--- config.mk ---
export PLATFORM = sky130hd
export DESIGN_NAME = record_deserializer_flat
export DESIGN_NICKNAME = d
export VERILOG_FILES = /design/src/rtl/record_deserializer_if.sv /design/src/rtl/record_deserializer.sv /design/src/flat_wrapper.sv
export SDC_FILE = /design/constraint.sdc
export NUM_CORES = 1
export LEC_CHECK = 0
export ABC_CLOCK_PERIOD_IN_PS = 2350
export CORE_MARGIN = 10
export CORE_UTILIZATION = 50
export DETAILED_ROUTE_END_ITERATION = 8
export PLACE_DENSITY = 0.85
export SYNTH_ARGS = -nofsm -noshare
export SYNTH_HDL_FRONTEND = slang
export SYNTH_SLANG_ARGS = --single-unit
--- constraint.sdc ---
create_clock -name clock -period 2.35 [get_ports clock]
set_input_delay 0.235 -clock clock [delete_from_list [all_inputs] [get_ports clock]]
set_output_delay 0.235 -clock clock [all_outputs]
set_load 0.01 [all_outputs]
--- src/rtl/record_deserializer_if.sv ---
// Record-path bus between the recorder controller / ADC side and the
// record_deserializer: control inputs, serial link and clip-memory write port.
interface record_deserializer_if #(
    parameter int unsigned ADDR_W   = 17,
    parameter int unsigned SAMPLE_W = 8
) ();
    logic                enableDes;
    logic [ADDR_W-1:0]   startAddress;
    logic                serialIn;
    logic                bitClkOut;
    logic                memWe;
    logic [ADDR_W-1:0]   memAddr;
    logic [SAMPLE_W-1:0] memData;
    logic [15:0]         sampleCount;
    logic                busy;
    logic                clipFull;

    // Controller / ADC / memory side
    modport master (
        output enableDes,
        output startAddress,
        output serialIn,
        input  bitClkOut,
        input  memWe,
        input  memAddr,
        input  memData,
        input  sampleCount,
        input  busy,
        input  clipFull
    );

    // Deserializer side
    modport slave (
        input  enableDes,
        input  startAddress,
        input  serialIn,
        output bitClkOut,
        output memWe,
        output memAddr,
        output memData,
        output sampleCount,
        output busy,
        output clipFull
    );
endinterface

--- src/rtl/record_deserializer.sv ---
// record_deserializer: generates the ADC bit clock, shifts serial samples in
// MSB first and writes each assembled sample to consecutive clip-memory
// addresses while enableDes is held high.
// Optional feature macro: REC_CLIP_LIMIT_EN -- stop writing after
// CLIP_SAMPLES samples and park in HOLD with a sticky clipFull flag.
// All outputs are registered; they are computed from the next state so that
// they line up with the state they belong to.
module record_deserializer #(
    parameter int unsigned SAMPLE_W     = 8,
    parameter int unsigned ADDR_W       = 17,
    parameter int unsigned CLK_DIV      = 4,
    parameter int unsigned CLIP_SAMPLES = 8000
) (
    input  logic                  clock,
    input  logic                  ResetB,
    record_deserializer_if.slave  bus
);

    localparam int unsigned DCW = (CLK_DIV > 2) ? $clog2(CLK_DIV) : 1;
    localparam int unsigned BCW = (SAMPLE_W > 2) ? $clog2(SAMPLE_W) : 1;
    localparam logic [DCW-1:0] DIV_LAST = DCW'(CLK_DIV - 1);
    localparam logic [DCW-1:0] DIV_HALF = DCW'(CLK_DIV / 2);
    localparam logic [BCW-1:0] BIT_LAST = BCW'(SAMPLE_W - 1);

`ifdef REC_CLIP_LIMIT_EN
    typedef enum logic [2:0] {
        IDLE  = 3'd0,
        LOAD  = 3'd1,
        SHIFT = 3'd2,
        WRITE = 3'd3,
        HOLD  = 3'd4
    } state_t;
`else
    typedef enum logic [2:0] {
        IDLE  = 3'd0,
        LOAD  = 3'd1,
        SHIFT = 3'd2,
        WRITE = 3'd3
    } state_t;
`endif

    state_t              state_q, state_d;
    logic [SAMPLE_W-1:0] shift_q, shift_d;
    logic [BCW-1:0]      bit_cnt_q, bit_cnt_d;
    logic [DCW-1:0]      div_cnt_q, div_cnt_d;
    logic [ADDR_W-1:0]   addr_q, addr_d;
    logic [15:0]         sample_count_q, sample_count_d;
    logic                clip_full_q, clip_full_d;
    logic                mem_we_q, mem_we_d;
    logic [ADDR_W-1:0]   mem_addr_q, mem_addr_d;
    logic [SAMPLE_W-1:0] mem_data_q, mem_data_d;
    logic                bit_clk_q, bit_clk_d;
    logic                busy_q, busy_d;

    // Next-state and datapath logic: divider, bit counter, shifter, address.
    always_comb begin
        state_d        = state_q;
        shift_d        = shift_q;
        bit_cnt_d      = bit_cnt_q;
        div_cnt_d      = div_cnt_q;
        addr_d         = addr_q;
        sample_count_d = sample_count_q;
        clip_full_d    = clip_full_q;
        case (state_q)
            IDLE: begin
                if (bus.enableDes) begin
                    state_d = LOAD;
                end else begin
                    state_d = IDLE;
                end
            end
            LOAD: begin
                addr_d         = bus.startAddress;
                shift_d        = {SAMPLE_W{1'b0}};
                bit_cnt_d      = {BCW{1'b0}};
                div_cnt_d      = {DCW{1'b0}};
                sample_count_d = 16'h0000;
                clip_full_d    = 1'b0;
                state_d        = SHIFT;
            end
            SHIFT: begin
                if (!bus.enableDes) begin
                    // Abort: the partial sample is thrown away.
                    state_d   = IDLE;
                    shift_d   = {SAMPLE_W{1'b0}};
                    bit_cnt_d = {BCW{1'b0}};
                    div_cnt_d = {DCW{1'b0}};
                end else if (div_cnt_q == DIV_LAST) begin
                    div_cnt_d = {DCW{1'b0}};
                    shift_d   = {shift_q[SAMPLE_W-2:0], bus.serialIn};
                    if (bit_cnt_q == BIT_LAST) begin
                        bit_cnt_d = {BCW{1'b0}};
                        state_d   = WRITE;
                    end else begin
                        bit_cnt_d = bit_cnt_q + BCW'(1);
                    end
                end else begin
                    div_cnt_d = div_cnt_q + DCW'(1);
                end
            end
            WRITE: begin
                addr_d = addr_q + ADDR_W'(1);
                if (sample_count_q != 16'hFFFF) begin
                    sample_count_d = sample_count_q + 16'd1;
                end else begin
                    sample_count_d = sample_count_q;
                end
`ifdef REC_CLIP_LIMIT_EN
                if (sample_count_d == 16'(CLIP_SAMPLES)) begin
                    state_d     = HOLD;
                    clip_full_d = 1'b1;
                end else if (bus.enableDes) begin
                    state_d = SHIFT;
                end else begin
                    state_d = IDLE;
                end
`else
                if (bus.enableDes) begin
                    state_d = SHIFT;
                end else begin
                    state_d = IDLE;
                end
`endif
            end
`ifdef REC_CLIP_LIMIT_EN
            HOLD: begin
                if (!bus.enableDes) begin
                    state_d = IDLE;
                end else begin
                    state_d = HOLD;
                end
            end
`endif
            default: begin
                state_d = IDLE;
            end
        endcase
    end

    // Output logic, evaluated on the next state so the registered outputs
    // are valid during the cycle of the state they describe.
    always_comb begin
        mem_we_d   = 1'b0;
        mem_addr_d = {ADDR_W{1'b0}};
        mem_data_d = {SAMPLE_W{1'b0}};
        bit_clk_d  = 1'b0;
        busy_d     = (state_d != IDLE);
        if (state_d == WRITE) begin
            mem_we_d   = 1'b1;
            mem_addr_d = addr_d;
            mem_data_d = shift_d;
        end else begin
            mem_we_d = 1'b0;
        end
        if (state_d == SHIFT) begin
            bit_clk_d = (div_cnt_d < DIV_HALF);
        end else begin
            bit_clk_d = 1'b0;
        end
    end

    // State, datapath and output registers with asynchronous clear.
    always_ff @(posedge clock or negedge ResetB) begin
        if (!ResetB) begin
            state_q        <= IDLE;
            shift_q        <= {SAMPLE_W{1'b0}};
            bit_cnt_q      <= {BCW{1'b0}};
            div_cnt_q      <= {DCW{1'b0}};
            addr_q         <= {ADDR_W{1'b0}};
            sample_count_q <= 16'h0000;
            clip_full_q    <= 1'b0;
            mem_we_q       <= 1'b0;
            mem_addr_q     <= {ADDR_W{1'b0}};
            mem_data_q     <= {SAMPLE_W{1'b0}};
            bit_clk_q      <= 1'b0;
            busy_q         <= 1'b0;
        end else begin
            state_q        <= state_d;
            shift_q        <= shift_d;
            bit_cnt_q      <= bit_cnt_d;
            div_cnt_q      <= div_cnt_d;
            addr_q         <= addr_d;
            sample_count_q <= sample_count_d;
            clip_full_q    <= clip_full_d;
            mem_we_q       <= mem_we_d;
            mem_addr_q     <= mem_addr_d;
            mem_data_q     <= mem_data_d;
            bit_clk_q      <= bit_clk_d;
            busy_q         <= busy_d;
        end
    end

`ifdef REC_CLIP_LIMIT_EN
    assign bus.clipFull = clip_full_q;
`else
    // Without the clip limit the flag register never sets; the limit value
    // is only referenced so the parameter list is identical in both builds.
    logic [15:0] unused_clip_limit_s;
    assign unused_clip_limit_s = 16'(CLIP_SAMPLES) ^ {15'd0, clip_full_q};
    assign bus.clipFull = 1'b0;
`endif

    assign bus.bitClkOut   = bit_clk_q;
    assign bus.memWe       = mem_we_q;
    assign bus.memAddr     = mem_addr_q;
    assign bus.memData     = mem_data_q;
    assign bus.sampleCount = sample_count_q;
    assign bus.busy        = busy_q;

endmodule

--- src/flat_wrapper.sv ---
// flat-port wrapper written by rule: the top's interface ports become plain ports
module record_deserializer_flat 
#(
    parameter int unsigned SAMPLE_W     = 8,
    parameter int unsigned ADDR_W       = 17,
    parameter int unsigned CLK_DIV      = 4,
    parameter int unsigned CLIP_SAMPLES = 8000
)
  (clock, ResetB, bus_enableDes, bus_startAddress, bus_serialIn, bus_bitClkOut, bus_memWe, bus_memAddr, bus_memData, bus_sampleCount, bus_busy, bus_clipFull);
  record_deserializer_if #(.ADDR_W(ADDR_W), .SAMPLE_W(SAMPLE_W)) bus_i ();
  input  logic clock;
  input  logic ResetB;
  input wire logic [$bits(bus_i.enableDes)-1:0] bus_enableDes;
  input wire logic [$bits(bus_i.startAddress)-1:0] bus_startAddress;
  input wire logic [$bits(bus_i.serialIn)-1:0] bus_serialIn;
  output wire logic [$bits(bus_i.bitClkOut)-1:0] bus_bitClkOut;
  output wire logic [$bits(bus_i.memWe)-1:0] bus_memWe;
  output wire logic [$bits(bus_i.memAddr)-1:0] bus_memAddr;
  output wire logic [$bits(bus_i.memData)-1:0] bus_memData;
  output wire logic [$bits(bus_i.sampleCount)-1:0] bus_sampleCount;
  output wire logic [$bits(bus_i.busy)-1:0] bus_busy;
  output wire logic [$bits(bus_i.clipFull)-1:0] bus_clipFull;
  assign bus_i.enableDes = bus_enableDes;
  assign bus_i.startAddress = bus_startAddress;
  assign bus_i.serialIn = bus_serialIn;
  assign bus_bitClkOut = bus_i.bitClkOut;
  assign bus_memWe = bus_i.memWe;
  assign bus_memAddr = bus_i.memAddr;
  assign bus_memData = bus_i.memData;
  assign bus_sampleCount = bus_i.sampleCount;
  assign bus_busy = bus_i.busy;
  assign bus_clipFull = bus_i.clipFull;
  record_deserializer #(.SAMPLE_W(SAMPLE_W), .ADDR_W(ADDR_W), .CLK_DIV(CLK_DIV), .CLIP_SAMPLES(CLIP_SAMPLES)) u_core (.clock(clock), .ResetB(ResetB), .bus(bus_i));
endmodule
Word-level counts from Yosys, hierarchy flattened. Cells that the tools add are included.

Register bits after elaboration: 77. Output and inout port bits: 45. Logic and storage cells: 55. Input bits: 21.

Order comparisons: 1. Reduce and logical (&&, ||, !) cells: 6. Muxes and demuxes: 23. Add/sub/neg operators: 4. Eq/ne operators: 10.

Operators by type and width (count): 17-bit case mux with 2 select lines (1); 16-bit case mux with 2 select lines (1); 8-bit 2-to-1 mux (3); 3-bit 2-to-1 mux (6); 17-bit by 1-bit adder with 17-bit output, second input constant (1); 17-bit 2-to-1 mux (1); 16-bit by 1-bit adder with 16-bit output, second input constant (1); 16-bit 2-to-1 mux (1); 16-bit inequality test, second input constant (1); 8-bit case mux with 2 select lines (1); 3-bit by 2-bit == test with 1-bit output, second input constant (4); 3-bit case mux with 4 select lines (1); 2-bit 2-to-1 mux (3); 3-bit case mux with 2 select lines (1); 2-bit case mux with 2 select lines (1); 2-bit AND reduction (2); 2-bit nonzero test (2); 3-bit by 1-bit adder with 3-bit output, second input constant (1); 3-bit by 1-bit == test with 1-bit output, second input constant (1); 3-bit == test, second input constant (1); 3-bit logical NOT (1); 1-bit 2-to-1 mux (3); 3-bit by 2-bit inequality test with 1-bit output, second input constant (1); 3-bit nonzero test (1); 4 further kinds (4).

Longest topological paths before layout. Gate-level depths: netlist of the first run.

Word-level depth: 7. Mapped depth: 7. Gate-level depth less buffers: 6.

Least setup slack after synthesis of the first run. Ideal clock, no wire load.

Path type: reg-to-reg. From: register u_core.sample_count_q[0] (netlist: u_core.bus.sampleCount[0]). To: register u_core.sample_count_q[0] (netlist: u_core.bus.sampleCount[0]). Period minus slack after synthesis: 1.739 ns. Slack: 0.611 ns. Setup time: 0.121 ns. Required time: 2.229 ns. Arrival: 1.618 ns. Cell stages (with the launch flop): 7. Path buffers: 0. Cells stage by stage: dfrtp_1 > ha_1 > nand4_1 > nor2_2 > nand2_4 > mux2_4 > a22o_1.

Longest elaborated chain between the ends: 3. Elaborated cells on any way between the ends: 6. Classes of those cells: 1 x add/sub; 2 x eq/ne; 2 x mux; 1 x reduce/logical.

RTL lines: start: declaration (RTL line record_deserializer.sv:47) `logic [15:0] sample_count_q, sample_count_d;`; start signal: assignment (RTL line record_deserializer.sv:183) `sample_count_q <= sample_count_d;`; 16-bit by 1-bit adder with 16-bit output or 16-bit inequality test (tied branches) (RTL line record_deserializer.sv:104, record_deserializer.sv:103); 16-bit 2-to-1 mux or 2-bit by 1-bit inequality test with 1-bit output (tied branches); 16-bit case mux with 2 select lines or 2-bit AND reduction (tied branches).

Several ways; a longest one is shown, not always the timed one. The select of a mux whose other input is x is not followed. A chain may end at the register's enable or synchronous reset.

Worst setup path in the final report of the first run. Same ends and word-level chain as after synthesis.

==> results of run 1 <==
==> flip-flops by register name, indices dropped and copies added, names as in the netlist <==
name                    flops
u_core.bus.memAddr         17
u_core.bus.busy             1
u_core.bus.memData          8
u_core.addr_q              17
u_core.div_cnt_q            2
u_core.shift_q              8
u_core.bit_cnt_q            3
u_core.bus.bitClkOut        1
u_core.bus.memWe            1
u_core.state_q              3
u_core.bus.sampleCount     16
==> layer usage <==
layer | share of wire | GRT usage | vias to the layer above | wire [um]
met5 | 0 | 0 | - | 0
met4 | 0.020 | 0.0608 | 0 | 168
met3 | 0.047 | 0.0313 | 11 | 392
met2 | 0.49 | 0.235 | 74 | 4060
met1 | 0.44 | 0.195 | 1353 | 3670
li1 | - | - | 1360 | -
==> worst max-delay path: stages (launching register included) <==
cell and delay (ns):
dfrtp_1 0.44, ha_1 0.26, nand4_1 0.23, nor2_2 0.27, nand2_4 0.13, mux2_4 0.31
a22o_1 0.17
==> area by class of cell <==
class	instances	area, um2
repair buffers	69	676
fillers	559	2380
flip-flops and latches	77	1930
multi-input cells	238	1550
inverters	7	26.3
clock inverters	7	63.8
clock buffers	9	124
well taps	96	120
==> worst max path at each step <==
stage,cells after the start,slack (ns),endpoint
2_1_floorplan,6,0.61,u_core.bus.sampleCount[0]
3_3_place_gp,7,0.25,u_core.bus.memAddr[14]
3_5_place_dp,7,0.20,u_core.bus.memAddr[14]
4_1_cts,6,0.46,u_core.bus.sampleCount[0]
5_1_grt,5,0.26,u_core.bus.memAddr[10]
6_report,6,0.43,u_core.bus.sampleCount[0]
==> power groups by stage <==
stage | Clock (mW) | Sequential, mW | Combinational (mW)
2_1_floorplan | 0 | 1.56 | 0.300
3_3_place_gp | 0 | 1.60 | 0.393
3_5_place_dp | 0 | 1.61 | 0.407
4_1_cts | 0.977 | 1.58 | 0.411
5_1_grt | 1.03 | 1.61 | 0.464
6_report | 0.955 | 1.59 | 0.409
==> Yosys cell counts, types with 6 or more instances <==
| master | instances | area share |
|---|---|---|
| a21oi_1 | 23 | 0.032 |
| and2_1 | 17 | 0.030 |
| nor2_1 | 19 | 0.020 |
| nand2_1 | 31 | 0.032 |
| mux2i_1 | 12 | 0.033 |
| dfrtp_1 | 77 | 0.54 |
| and3_1 | 8 | 0.014 |
| nand4_1 | 7 | 0.012 |
| nor3_1 | 6 | 0.0084 |
| o22ai_1 | 12 | 0.021 |
| nand3_1 | 13 | 0.018 |
| inv_1 | 7 | 0.0073 |
| a22o_1 | 14 | 0.034 |
| o21ai_0 | 9 | 0.013 |
| buf_2 | 13 | 0.018 |
==> through the flow <==
step           std cells  cell area [um2]  hold slack (ns)  utilization
4_1_cts              503             4490           0.0657        0.653
5_1_grt              503             4490           0.0965        0.653
3_5_place_dp         487             4300            0.441        0.626
6_report             503             4490           0.0119        0.653
2_1_floorplan        339             3590          -0.0606            -
3_3_place_gp         487             4300            0.437        0.626
==> kinds of logic (layout without fill, tap and decap cells) <==
group           Yosys count  in the layout  share of synthesized area
compound gates           77             77                      0.140
xor+xnor                  5              5                     0.0122
fa+ha+maj                 5              5                     0.0174
buf+inv                  24             92                     0.0317
flops                    77             77                      0.537
mux                      14             14                     0.0408
other cells               1              2                    0.00105
simple gates            135            135                      0.220
==> impl_results.md, run 1 <==
* Status: finished clean
* Area grow syn2layout at 25.1%
* TritonCTS Sinks at 77
* Fin worst setup slack at 0.434 ns
* Relative slew margins at 0.359
* Post-synthesis cell count at 338
* Root Buffer: clkbuf_8
* Sw Share at 0.311
* Net Sw Power at 0.919 mW
* Vias per inst at 5.56
* Gpl congestion at 0.858
* RSZ-0062 raised after global routing: false
* I/O pin total at 66
* Hpwl dp at 5880 um
* Most frequent cells in the layout: 77 x dfrtp_1, 63 x clkdlybuf4s50_1, 31 x nand2_1
* Number of synthesis warnings at 0
* Total CTS buffers at 9
* Die X at 105 um
* Starting DRT DRC Count at 201
* Port bufs at 64
* Starting Density at 0.522
* Reg-to-Reg Start: u_core.bus.sampleCount[0]
* Total gr overflow at 0
* All-Layer GR Usage at 0.149
* Clk_lat worst skew at 0.35 ns
* # rows at 30
* Dominant synthesized flop cell: dfrtp_1
* Endpoints failing setup at 0
* DP Worst Slack at 0.199 ns
* Fmax at 522 MHz
* Lkg Pwr at 1.97 nW
* Post-synth cell types at 54
* Number of global-route vias before repair at 2696
* Reg clk slew, reported paths at 0.09 ns
* Worst R2R End: u_core.bus.sampleCount[0]
* Clock share of power at 0.323
* Tcrit/Tclk final at 0.815
* WP data required at 2.59 ns
* Max Cap Viol at 0
* Final Skew at 0.00812 ns
* Via Count at 2798
* Register area share after synthesis at 0.537
* Share of power burned in registers at 0.538
* Number of remaining DRC errors at 0
* Netlist area before placement at 3590 um2
* Ys async rst share at 1.00
* CP max FO at 8
* TNS Setup at 0 ns
* Cts hold-fix bufs at 0
* Combinational cell fraction of total power at 0.139
* Clock tree buffer depth at 2
* Drt total wl at 8290 um
* CP Data Arrival Time at 2.15 ns
* Min Tclk post-route at 1.92 ns
* Max-slew violation count at 0
* WL/cell at 16.5 um
* Setup repair bufs after CTS at 0
* CP Launch Type: flip-flop
* Worst IR Drop VDD at 343 uV
* Commonest non-fill, non-tap cell in the layout: dfrtp_1
* Worst Max-Slew Pin Slew at 0.961 ns
* P per Cell Area at 658 nW/um2
* Global-route wire length before repair at 13600 um
* Final ANT Viol Nets at 0
* First-pass iteration count of the detailed router at 4
* Nets at 428
* H-tree depth at 3
* Total power at 2.95 mW
* Flops & latches, synth at 77
* Core Area at 6870 um2
* Cts repair resizes at 0
* Worst setup path startpoint: u_core.bus.sampleCount[0]
* Hold Vio Cnt, Final at 0
* Chip height at 105 um
* Syn avg cell area at 10.6 um2
* Reg2reg path depth at 6
* Int Pwr at 2.03 mW
* Die footprint at 11000 um2
* CP endpoint kind: flip-flop
* CTS tree: done
* Layout cells sized above 1 at 0.108
* Post-synth EDFFs at 0
* Setup CP Type: flip-flop to flip-flop
* Antenna violations before repair at 0
* Antenna Diode Count at 0
* Reg2reg setup slack at 0.43 ns
* HP Class: primary input to async pin
* Largest net degree at the start of global routing at 78
Note: power is estimated with default switching activity, not from simulation.
==> inputs of run 2 (changes only) <==
ABC_CLOCK_PERIOD_IN_PS = 1750   (was 2350)
CORE_UTILIZATION = 47   (was 50)
PLACE_DENSITY = 0.84   (was 0.85)
clock period = 1.75 ns   (was 2.35 ns; I/O delays follow)
==> run 2 against run 1 <==
Net effect: the run now ends with setup timing left; register-to-register slack worse by 0.54 ns; fmax rose by 3.0%; critical path depth grew 1; power is 42% higher; cell area increased by 9.6%; sequential share of layout area shrank 3.8 points; first-iteration DRC count is 26% lower; non-clock buffer count rose by 40; clock power increased by 46%; largest cell class unchanged.
==> impl_results.md, run 2 (synthesis gave the netlist of run 1 again) <==
* Fin worst setup slack at -0.110 ns
* Worst IR Drop VDD at 445 uV
* WL/cell at 17.3 um
* Vias per inst at 5.58
* CP endpoint kind: flip-flop
* Antenna violations before repair at 0
* Number of global-route vias before repair at 3037
* First-pass iteration count of the detailed router at 5
* CP max FO at 8
* Max-slew violation count at 0
* Drt total wl at 9430 um
* I/O pin total at 66
* WP data required at 1.99 ns
* Root Buffer: clkbuf_8
* Clock share of power at 0.332
* P per Cell Area at 853 nW/um2
* Reg2reg path depth at 7
* Status: complete, but fails checks
* Critical path's slowest cell: dfrtp_1
* Net Sw Power at 1.25 mW
* Core Area at 7330 um2
* Total power at 4.19 mW
* Largest net degree at the start of global routing at 42
* Fmax at 538 MHz
* Die footprint at 11500 um2
* Share of power burned in registers at 0.499
* CP Data Arrival Time at 2.10 ns
* HP Class: primary input to async pin
* Number of remaining DRC errors at 0
* Reg-to-Reg Start: u_core.bus.sampleCount[1]
* CP max stage delay at 0.42 ns
* Starting Density at 0.489
* Lkg Pwr at 2.23 nW
* Reg2reg setup slack at -0.11 ns
* Hpwl dp at 6400 um
* # rows at 31
* Failing checks: setup timing
* Nets at 468
* Min Tclk post-route at 1.86 ns
* Sw Share at 0.299
* All-Layer GR Usage at 0.156
* Final ANT Viol Nets at 0
* Chip height at 107 um
* TritonCTS Sinks at 77
* Antenna Diode Count at 0
* Tcrit/Tclk final at 1.06
* Total gr overflow at 0
* RSZ-0062 raised after global routing: true
* Gpl congestion at 0.842
* Clk_lat worst skew at 0.35 ns
* Die X at 107 um
* Port bufs at 64
* Hold Vio Cnt, Final at 0
* Worst R2R End: u_core.bus.sampleCount[0]
* Total CTS buffers at 9
* Worst hold slack at 0.325 ns
* Via Count at 3049
* Layout cells sized above 1 at 0.204
* H-tree depth at 3
* Starting DRT DRC Count at 148
* Combinational cell fraction of total power at 0.169
* Setup CP Type: flip-flop to flip-flop
* Clock tree buffer depth at 2
* Most frequent cells in the layout: 76 x dfrtp_1, 63 x clkdlybuf4s50_1, 41 x buf_4
* Area grow syn2layout at 37.1%
* Global-route wire length before repair at 14800 um
* Critical path cell sequence: ha_2, nand4_1, buf_4, nor2_4, nand2_4, mux2_4, a22o_1
* Endpoints failing setup at 6
* CP Launch Type: flip-flop
* Reg clk slew, reported paths at 0.09 ns
* CTS tree: done
* Int Pwr at 2.94 mW
* Max Cap Viol at 0
* Final Skew at 0.0105 ns
* Commonest non-fill, non-tap cell in the layout: dfrtp_1
[run 2: critical path: cells and delay by family (launching register included)]
kind                       cells  cell delay, ns
and+or+nand+nor                3            0.42
buffers and inverters          1            0.21
adders and majority gates      1            0.21
muxes                          1            0.31
DFF                            1            0.42
AOI/OAI and AO/OA              1            0.18
[run 2: layer usage]
metal | GRT usage | part of all wire | up-vias | routed length, um
li1 | - | - | 1441 | -
met1 | 0.186 | 0.41 | 1493 | 3850
met2 | 0.267 | 0.51 | 104 | 4850
met3 | 0.0311 | 0.063 | 11 | 591
met4 | 0.0677 | 0.015 | 0 | 137
met5 | 0 | 0 | - | 0
[run 2: per-stage QoR]
step,utilization,cells,area [um2],TNS (ns),setup slack (ns)
6_report,0.671,546,4920,-0.230,-0.110
5_1_grt,0.671,546,4920,-0.506,-0.117
4_1_cts,0.656,539,4810,-0.0226,-0.0226
3_5_place_dp,0.625,520,4580,-0.0198,-0.0198
3_3_place_gp,0.625,520,4580,0,0.0986
2_1_floorplan,-,339,3590,0,0.0112
[run 2: cell type report]
class / count / area (um2)
Multi-Input combinational cell: 238 / 1610
Clock buffer: 9 / 124
Timing Repair Buffer: 109 / 1030
Tap cell: 99 / 124
Fill cell: 510 / 2410
Sequential cell: 77 / 1930
Inverter: 7 / 26.3
Clock inverter: 7 / 78.8
[run 2: worst max-delay path by stage]
stage | start | end | slack, ns | cells after the start
CTS | u_core.bus.sampleCount[1] | u_core.bus.sampleCount[0] | -0.02 | 6
finish | u_core.bus.sampleCount[1] | u_core.bus.sampleCount[0] | -0.11 | 7
detailed placement | u_core.bus.sampleCount[0] | u_core.bus.sampleCount[0] | -0.02 | 6
floorplan | u_core.bus.sampleCount[0] | u_core.bus.sampleCount[0] | 0.01 | 6
global placement | u_core.bus.sampleCount[0] | u_core.bus.sampleCount[0] | 0.1 | 6
global route | u_core.bus.sampleCount[1] | u_core.bus.sampleCount[0] | -0.12 | 7
[run 2: power by group through the flow]
| stage | clock [mW] | combinational, mW | sequential, mW |
|---|---|---|---|
| 6_report | 1.39 | 0.708 | 2.09 |
| 5_1_grt | 1.49 | 0.775 | 2.11 |
| 4_1_cts | 1.41 | 0.696 | 2.09 |
| 3_5_place_dp | 0 | 0.682 | 2.12 |
| 3_3_place_gp | 0 | 0.651 | 2.11 |
| 2_1_floorplan | 0 | 0.403 | 2.10 |
[run 2: repair_timing]
item                                   in CTS  in global routing
endpoints found under the hold margin      36                  0
buffers inserted                            2                  7
resized for setup                           1                 11
pin swaps                                   2                  8
hold buffers                                1                  0
setup endpoints to repair                   2                 15
==> inputs of run 3 (changes only) <==
HOLD_SLACK_MARGIN = 0.08   (was not set)
==> results of run 3 <==
The final DEF is identical to that of run 2; final timing and power are the same.
